### src/rtl/tdm_demux4.sv
// Receive side of the 4:1 TDM link: recovers slot timing from the frame sync and
// delivers each complete frame on four registered channels. Define TDM_DEMUX_FREEWHEEL_EN
// to ride through up to MISS_MAX missing syncs instead of dropping lock on the first one.
module tdm_demux4 #(
    parameter int WIDTH    = 1,
    parameter int MISS_MAX = 2
) (
    input  logic             clk,
    input  logic             rst,
    input  logic             en,
    input  logic [WIDTH-1:0] din,
    input  logic             sync,
    output logic [WIDTH-1:0] y0,
    output logic [WIDTH-1:0] y1,
    output logic [WIDTH-1:0] y2,
    output logic [WIDTH-1:0] y3,
    output logic             frame_valid,
    output logic [1:0]       slot,
    output logic             locked,
    output logic             sync_err
);

    typedef enum logic {
        HUNT   = 1'b0,
        LOCKED = 1'b1
    } state_t;

    state_t           state_q, state_d;
    logic [1:0]       slot_q, slot_d;
    logic [WIDTH-1:0] shadow0_q, shadow0_d;
    logic [WIDTH-1:0] shadow1_q, shadow1_d;
    logic [WIDTH-1:0] shadow2_q, shadow2_d;
    logic [WIDTH-1:0] y0_q, y0_d;
    logic [WIDTH-1:0] y1_q, y1_d;
    logic [WIDTH-1:0] y2_q, y2_d;
    logic [WIDTH-1:0] y3_q, y3_d;
    logic             frame_valid_q, frame_valid_d;
    logic             sync_err_q, sync_err_d;

`ifdef TDM_DEMUX_FREEWHEEL_EN
    localparam int MW = $clog2(MISS_MAX + 2);
    logic [MW-1:0] miss_q, miss_d;
`endif

    always_ff @(posedge clk) begin
        if (rst) begin
            state_q       <= HUNT;
            slot_q        <= 2'd0;
            shadow0_q     <= '0;
            shadow1_q     <= '0;
            shadow2_q     <= '0;
            y0_q          <= '0;
            y1_q          <= '0;
            y2_q          <= '0;
            y3_q          <= '0;
            frame_valid_q <= 1'b0;
            sync_err_q    <= 1'b0;
`ifdef TDM_DEMUX_FREEWHEEL_EN
            miss_q        <= '0;
`endif
        end else begin
            state_q       <= state_d;
            slot_q        <= slot_d;
            shadow0_q     <= shadow0_d;
            shadow1_q     <= shadow1_d;
            shadow2_q     <= shadow2_d;
            y0_q          <= y0_d;
            y1_q          <= y1_d;
            y2_q          <= y2_d;
            y3_q          <= y3_d;
            frame_valid_q <= frame_valid_d;
            sync_err_q    <= sync_err_d;
`ifdef TDM_DEMUX_FREEWHEEL_EN
            miss_q        <= miss_d;
`endif
        end
    end

    // Everything advances only on a strobed sample; idle cycles just let the pulses fall.
    always_comb begin
        state_d       = state_q;
        slot_d        = slot_q;
        shadow0_d     = shadow0_q;
        shadow1_d     = shadow1_q;
        shadow2_d     = shadow2_q;
        y0_d          = y0_q;
        y1_d          = y1_q;
        y2_d          = y2_q;
        y3_d          = y3_q;
        frame_valid_d = 1'b0;
        sync_err_d    = 1'b0;
`ifdef TDM_DEMUX_FREEWHEEL_EN
        miss_d        = miss_q;
`endif
        if (en) begin
            unique case (state_q)
                HUNT: begin
                    if (sync) begin
                        shadow0_d = din;
                        slot_d    = 2'd1;
                        state_d   = LOCKED;
                    end
                end
                LOCKED: begin
                    if (sync) begin
                        // An early sync abandons the partial frame and restarts at slot 1.
                        shadow0_d = din;
                        slot_d    = 2'd1;
                        if (slot_q != 2'd0) begin
                            sync_err_d = 1'b1;
                        end else begin
`ifdef TDM_DEMUX_FREEWHEEL_EN
                            miss_d = '0;
`endif
                        end
                    end else begin
                        unique case (slot_q)
                            2'd0: begin
                                sync_err_d = 1'b1;
`ifdef TDM_DEMUX_FREEWHEEL_EN
                                if (miss_q >= MW'(MISS_MAX)) begin
                                    state_d = HUNT;
                                    slot_d  = 2'd0;
                                    miss_d  = '0;
                                end else begin
                                    shadow0_d = din;
                                    slot_d    = 2'd1;
                                    miss_d    = miss_q + MW'(1);
                                end
`else
                                state_d = HUNT;
                                slot_d  = 2'd0;
`endif
                            end
                            2'd1: begin
                                shadow1_d = din;
                                slot_d    = 2'd2;
                            end
                            2'd2: begin
                                shadow2_d = din;
                                slot_d    = 2'd3;
                            end
                            default: begin
                                y0_d          = shadow0_q;
                                y1_d          = shadow1_q;
                                y2_d          = shadow2_q;
                                y3_d          = din;
                                frame_valid_d = 1'b1;
                                slot_d        = 2'd0;
                            end
                        endcase
                    end
                end
                default: begin
                    state_d = HUNT;
                    slot_d  = 2'd0;
                end
            endcase
        end
    end

    always_comb begin
        y0          = y0_q;
        y1          = y1_q;
        y2          = y2_q;
        y3          = y3_q;
        frame_valid = frame_valid_q;
        sync_err    = sync_err_q;
        slot        = slot_q;
        locked      = (state_q == LOCKED);
    end

endmodule

### config.mk
export PLATFORM = sky130hd
export DESIGN_NAME = tdm_demux4
export DESIGN_NICKNAME = d
export VERILOG_FILES = /design/src/rtl/tdm_demux4.sv
export SDC_FILE = /design/constraint.sdc
export NUM_CORES = 1
export LEC_CHECK = 0
export ABC_AREA = 1
export CAP_MARGIN = 10
export CORE_MARGIN = 2
export CORE_UTILIZATION = 44
export CTS_BUF_LIST = sky130_fd_sc_hd__clkbuf_8
export DETAILED_ROUTE_END_ITERATION = 10
export PLACE_DENSITY = 0.83
export SYNTH_ARGS = -nofsm -noshare
export SYNTH_HDL_FRONTEND = slang
export SYNTH_SLANG_ARGS = --single-unit
export TNS_END_PERCENT = 10
### constraint.sdc
create_clock -name clk -period 1.1 [get_ports clk]
set_input_delay 0.11 -clock clk [delete_from_list [all_inputs] [get_ports clk]]
set_output_delay 0.11 -clock clk [all_outputs]
set_load 0.005 [all_outputs]
==> impl_metrics.tcl, run 1 <==
set metrics [dict create \
    status "completed" \
    routed_wl_mm 1.21 \
    topRoutingLayerUsed "met4" \
    path_cells "buf_4, dlygate4sd2_1" \
    cts_tree "yes" \
    startpoint_type "flop" \
    hold_depth 2 \
    max_clock_freq_mhz 929 \
    grt_use_total_pct 15.8 \
    drc_errors 0 \
    p_int_uw 739 \
    crit_slowest_cell "dfxtp_4" \
    dpl_worst_slack_ps -170 \
    hpwl_um 863 \
    power.density_nw_per_um2 1150 \
    reg2reg_to "slot[1]$_SDFFE_PP0P_" \
    cts_buffers 3 \
    wl_met3_um 64 \
    ys_warn_count 0 \
    min_period_ps 1080 \
    slew_violations 0 \
    die_w_um 40.1 \
    power_frac_clock_pct 40.9 \
    critPathCaptureType "primary output" \
    p_comb_share_pct 12.4 \
    cts-root-buf "clkbuf_8" \
    critical_path_required_ps 990 \
    yosysTopAreaCell "dfxtp_1" \
    num_vias 566 \
    fin_area_um2 832 \
    clk_pin_slew_ps 50 \
    multi_input_area_um2 308 \
    fin_skew_ps 1.91 \
    cap_violations 0 \
    synth_fp_nets 88 \
    antenna_found_initial 0 \
    met1_length_um 557 \
    setup_ws_ps 23.5 \
    crit_start "slot[1]$_SDFFE_PP0P_" \
    synth_seq_area_share_pct 41.9 \
    rsz0062_at_grt "true" \
    fin_tns_setup_ps 0 \
    r2r_cells 4 \
    cellLeakagePower_uw 0.000403 \
    cpPeakStageDelay_ps 350 \
    pwr-share-seq_pct 46.7 \
    worstPathMaxFanout 4 \
    hp-start "shadow0_q$_SDFFE_PP0P_" \
    cts.hold.buffers_added 0 \
    switching_share_pct 23.0 \
    yosys_register_bits 12 \
    worstPathArrival_ps 970 \
    grt_pass1_wl_mm 1.66 \
    diodes 0 \
    grt_max_degree 10 \
    synthDominantCellAreaShare_pct 41.9 \
    hold_violations 0 \
    regArea_um2 245 \
    htreeDepth 1 \
    worst-slew-pin-transition_ps 244 \
    syn-cell-area_um2 573 \
    die_y_um 40.1 \
    finalPower_uw 959 \
    syn2layout_area_growth_pct 45.2 \
    cp_top_family "buffers and inverters" \
    setup_violations 0 \
    firstDrtPassIters 4 \
    clkLatencyLatePin_ps 240 \
    gp_congestion 0.860 \
    hold_class "reg -> reg" \
    grt-ovfl-total 0 \
    drive_above_1_share_pct 20.0 \
    crit_type "reg -> out" \
    crit_buf_inv 2 \
    drtIter0Drc 13 \
    first_global_vias 410 \
    p_switching_uw 221 \
    peakVddDrop_mv 0.864 \
    antenna_left 0 \
    slew-limit-headroom_pct 83.7 \
    clockBufferDepth 2 \
    initial_utilization_pct 45.8 \
    finish.cell_count_without_fillers 115 \
    viasPerCell 4.92 \
    fillCellCount 116 \
    place_area_um2 762 \
    fin_crit_sh_pct 97.9 \
    clock-sinks 12 \
    netlist_instances 78 \
    hold_end "shadow0_q$_SDFFE_PP0P_" \
    dp.cells 111 \
    core_region_area_um2 1250 \
    r2r-start "slot[1]$_SDFFE_PP0P_" \
    portBuffers 13 \
    post_drt_wl_per_cell_um 10.5 \
    layout.nets 112 \
    timing.reg2reg.setup_slack_ps 30 \
    rows 13 \
    synth_cell_types 14 \
    synthTopCellsByArea "dfxtp_1 42%, ha_1 11%, nor2_1 9.2%" \
    routed-wl-met2_um 565 \
    postSynthAreaPerCell_um2 7.35 \
    boundaryPins 14 \
    die_area_um2 1610 \
]
==> worst max path at each step <==
stage / end / cells past startpoint
2_1_floorplan: sync_err$_SDFF_PP0_ / 4
3_3_place_gp: sync_err$_SDFF_PP0_ / 4
3_5_place_dp: sync_err$_SDFF_PP0_ / 4
4_1_cts: sync_err$_SDFF_PP0_ / 4
5_1_grt: y3$_SDFFE_PP0P_ / 6
6_report: slot[1] / 2
==> metal layers <==
| layer | track usage (%) | vias to the layer above |
|---|---|---|
| li1 | - | 290 |
| met1 | 20.4 | 254 |
| met2 | 23.4 | 18 |
| met3 | 3.33 | 4 |
| met4 | 10.3 | 0 |
| met5 | 0 | - |
==> layout by cell type, fill, tap and decap left out, drive strengths merged <==
cell / instances
clkdlybuf4s50: 4
nor2: 15
nor3: 2
buf: 6
a21oi: 5
clkbuf: 3
nand3: 9
inv: 13
nand2: 14
clkinv: 1
o21ai: 1
ha: 5
dlygate4sd2: 9
nand4: 1
dfxtp: 12
==> cell usage after synthesis, drive strengths merged <==
cell	n
clkinv	1
ha	5
nor2	15
o21ai	1
nor3	2
dfxtp	12
nand2	14
nand3	9
inv	13
a21oi	5
nand4	1
==> repair_timing <==
action                     4_1_cts  5_1_grt
setup buffers                    0        1
setup endpoints to repair       14        6
gates cloned                     0        0
pin swaps                        1        2
gates resized for setup         12        5
==> power by group through the flow <==
stage	Clock (uW)	Sequential, uW	Combinational [uW]
after floorplan	0	463	45.6
after global placement	0	458	108
after detailed placement	0	459	110
after CTS	401	448	107
after global routing	420	448	134
final	392	448	119
==> stage by stage <==
stage / hold WS, ps / utilization, %
global placement: 459 / 60.8
finish: 474 / 66.4
floorplan: 172 / -
global route: 490 / 66.4
CTS: 482 / 63.6
detailed placement: 475 / 60.8
==> worst reg2reg max path: stages, from the launching register on <==
cell	delay, ps
dfxtp_4	350
inv_1	60
ha_2	310
nand4_1	110
a21oi_1	160
==> kinds of logic after synthesis <==
kind of cell	share of synthesized area [%]
AND/OR/NAND/NOR	32.3
buffers and inverters	9.61
flip-flops	41.9
AO/OA/AOI/OAI	5.24
adder cells (fa/ha/maj)	10.9
==> cell type report <==
type / instances / area share [%]
multi-input cells: 52 / 37.0
flip-flops and latches: 12 / 29.5
repair buffers: 19 / 19.7
inverters: 14 / 6.62
clock buffers: 3 / 4.96
well taps: 15 / 2.26
==> state kept, by name (all words and copies together), names as in the netlist <==
register and flops:
slot 2, frame_valid 1, locked 1, shadow0_q 1, shadow1_q 1, shadow2_q 1, sync_err 1, y0 1
y1 1, y2 1, y3 1
Power figures use the tool's default switching activity.
==> inputs of run 2 (changes only) <==
--- a/config.mk
+++ b/config.mk
@@ -7,5 +7,4 @@
 export LEC_CHECK = 0
 export ABC_AREA = 1
-export CAP_MARGIN = 10
 export CORE_MARGIN = 2
 export CORE_UTILIZATION = 44
==> constraint.sdc (replaced) <==
create_clock -name clk -period 1.1 [get_ports clk]
set_input_delay 0.11 -clock clk [delete_from_list [all_inputs] [get_ports clk]]
set_output_delay 0.11 -clock clk [all_outputs]
set_load 0.05 [all_outputs]
==> impl_metrics.tcl, run 2 (same netlist as run 1, synthesis figures left out) <==
set metrics [dict create \
    num_vias 548 \
    regArea_um2 249 \
    viasPerCell 4.77 \
    grt_pass1_wl_mm 1.66 \
    rows 13 \
    initial_utilization_pct 45.8 \
    min_period_ps 1040 \
    post_drt_wl_per_cell_um 9.81 \
    core_region_area_um2 1250 \
    fillCellCount 75 \
    boundaryPins 14 \
    cap_violations 0 \
    max_clock_freq_mhz 960 \
    first_global_vias 401 \
    clock-sinks 12 \
    cts-root-buf "clkbuf_8" \
    die_w_um 40.1 \
    clkLatencyLatePin_ps 250 \
    clockBufferDepth 2 \
    worstPathMaxFanout 5 \
    critPathCapture "shadow2_q$_SDFFE_PP0P_" \
    crit_slowest_cell "dfxtp_4" \
    largest_register_ffs 2 \
    grt_use_total_pct 16.1 \
    startpoint_type "flop" \
    cts.hold.buffers_added 0 \
    place_area_um2 858 \
    setup_ws_ps 58.5 \
    antenna_found_initial 0 \
    crit_start "slot[0]$_SDFFE_PP0P_" \
    slew-limit-headroom_pct 83.1 \
    fin_util_pct 75.9 \
    hpwl_um 835 \
    drive_above_1_share_pct 31.0 \
    antenna_left 0 \
    reg2reg_to "shadow2_q$_SDFFE_PP0P_" \
    htreeDepth 1 \
    syn2layout_area_growth_pct 65.9 \
    layout.nets 111 \
    peakVddDrop_mv 0.787 \
    firstDrtPassIters 3 \
    die_area_um2 1610 \
    final_common_cell "nor2_1" \
    critical_path_required_ps 1240 \
    cts_buffers 3 \
    cpPeakStageDelay_ps 380 \
    dpl_worst_slack_ps -144 \
    fin_skew_ps 3.15 \
    routed_wl_mm 1.13 \
    critPathCaptureType "flop" \
    worstPathArrival_ps 1180 \
    dp.cells 109 \
    fin_crit_sh_pct 94.7 \
    crit_type "reg -> reg" \
    finish.cell_count_without_fillers 115 \
    cts_tree "yes" \
    drtIter0Drc 8 \
    setup_violations 0 \
    mostFrequentLayoutCells "13 x nor2_1, 12 x nand2_1, 10 x inv_1" \
    r2r_cells 6 \
    fin_area_um2 951 \
    portBuffers 13 \
    fin_tns_setup_ps 0 \
    grt_max_degree 10 \
    hold_class "reg -> reg" \
    timing.reg2reg.setup_slack_ps 60 \
    clk_pin_slew_ps 50 \
    path_cells "inv_2, ha_1, nand2_1, inv_1, a21oi_1, nor2_1" \
    diodes 0 \
    status "completed" \
    gp_congestion 0.854 \
    worst-slew-pin-transition_ps 252 \
    power.density_nw_per_um2 1150 \
    drc_errors 0 \
    die_y_um 40.1 \
    cellLeakagePower_uw 0.000406 \
    slew_violations 0 \
    grt-ovfl-total 0 \
    rsz0062_at_grt "false" \
    hold_violations 0 \
    multi_input_area_um2 315 \
    r2r-start "slot[0]$_SDFFE_PP0P_" \
]
==> run 2: how the worst min path moves through the flow <==
stage / start / to / slack (ps) / depth (start not counted)
5_1_grt: shadow0_q$_SDFFE_PP0P_ / shadow0_q$_SDFFE_PP0P_ / 500 / 2
3_3_place_gp: shadow0_q$_SDFFE_PP0P_ / shadow0_q$_SDFFE_PP0P_ / 460 / 2
6_report: shadow0_q$_SDFFE_PP0P_ / shadow0_q$_SDFFE_PP0P_ / 480 / 2
2_1_floorplan: rst / slot[1]$_SDFFE_PP0P_ / 170 / 1
3_5_place_dp: shadow0_q$_SDFFE_PP0P_ / shadow0_q$_SDFFE_PP0P_ / 470 / 2
4_1_cts: shadow0_q$_SDFFE_PP0P_ / shadow0_q$_SDFFE_PP0P_ / 480 / 2
==> run 2: repair_timing <==
item | in CTS | in global routing
cloned | 0 | 0
setup endpoints to repair | 4 | 5
setup buffers | 0 | 2
gates resized for setup | 1 | 4
pin swaps | 0 | 1
==> run 2: worst max-delay path: cells and delay by family (launching register included) <==
family / cells / cell delay (ps)
flip-flops: 1 / 380
AND/OR/NAND/NOR: 2 / 120
adder cells (fa/ha/maj): 1 / 200
AO/OA/AOI/OAI: 1 / 140
buffers and inverters: 2 / 100
==> run 2: per-layer routing <==
layer  vias up  global-route usage [%]  wire [um]
met5         -                       0          0
met4         0                    12.9         36
met3         5                    3.33         48
met2        12                    22.6        514
met1       243                    21.0        529
li1        288                       -          -
==> run 2: power breakdown <==
group,internal (uW),switching [uW]
Clock,317,173
Sequential,442,14.2
Combinational,67.3,76.4
Total,826,263
==> run 2: metrics by stage <==
step / hold slack, ps / total power (uW)
2_1_floorplan: 169 / 532
3_3_place_gp: 456 / 599
3_5_place_dp: 470 / 602
4_1_cts: 480 / 1080
5_1_grt: 504 / 1120
6_report: 479 / 1090
==> run 2: final cells by class <==
type	count	share of cell area (%)
Inverter	14	5.79
Clock buffer	4	5.79
Sequential cell	12	26.2
Timing Repair Buffer	18	27.1
Tap cell	15	1.97
Multi-Input combinational cell	52	33.2
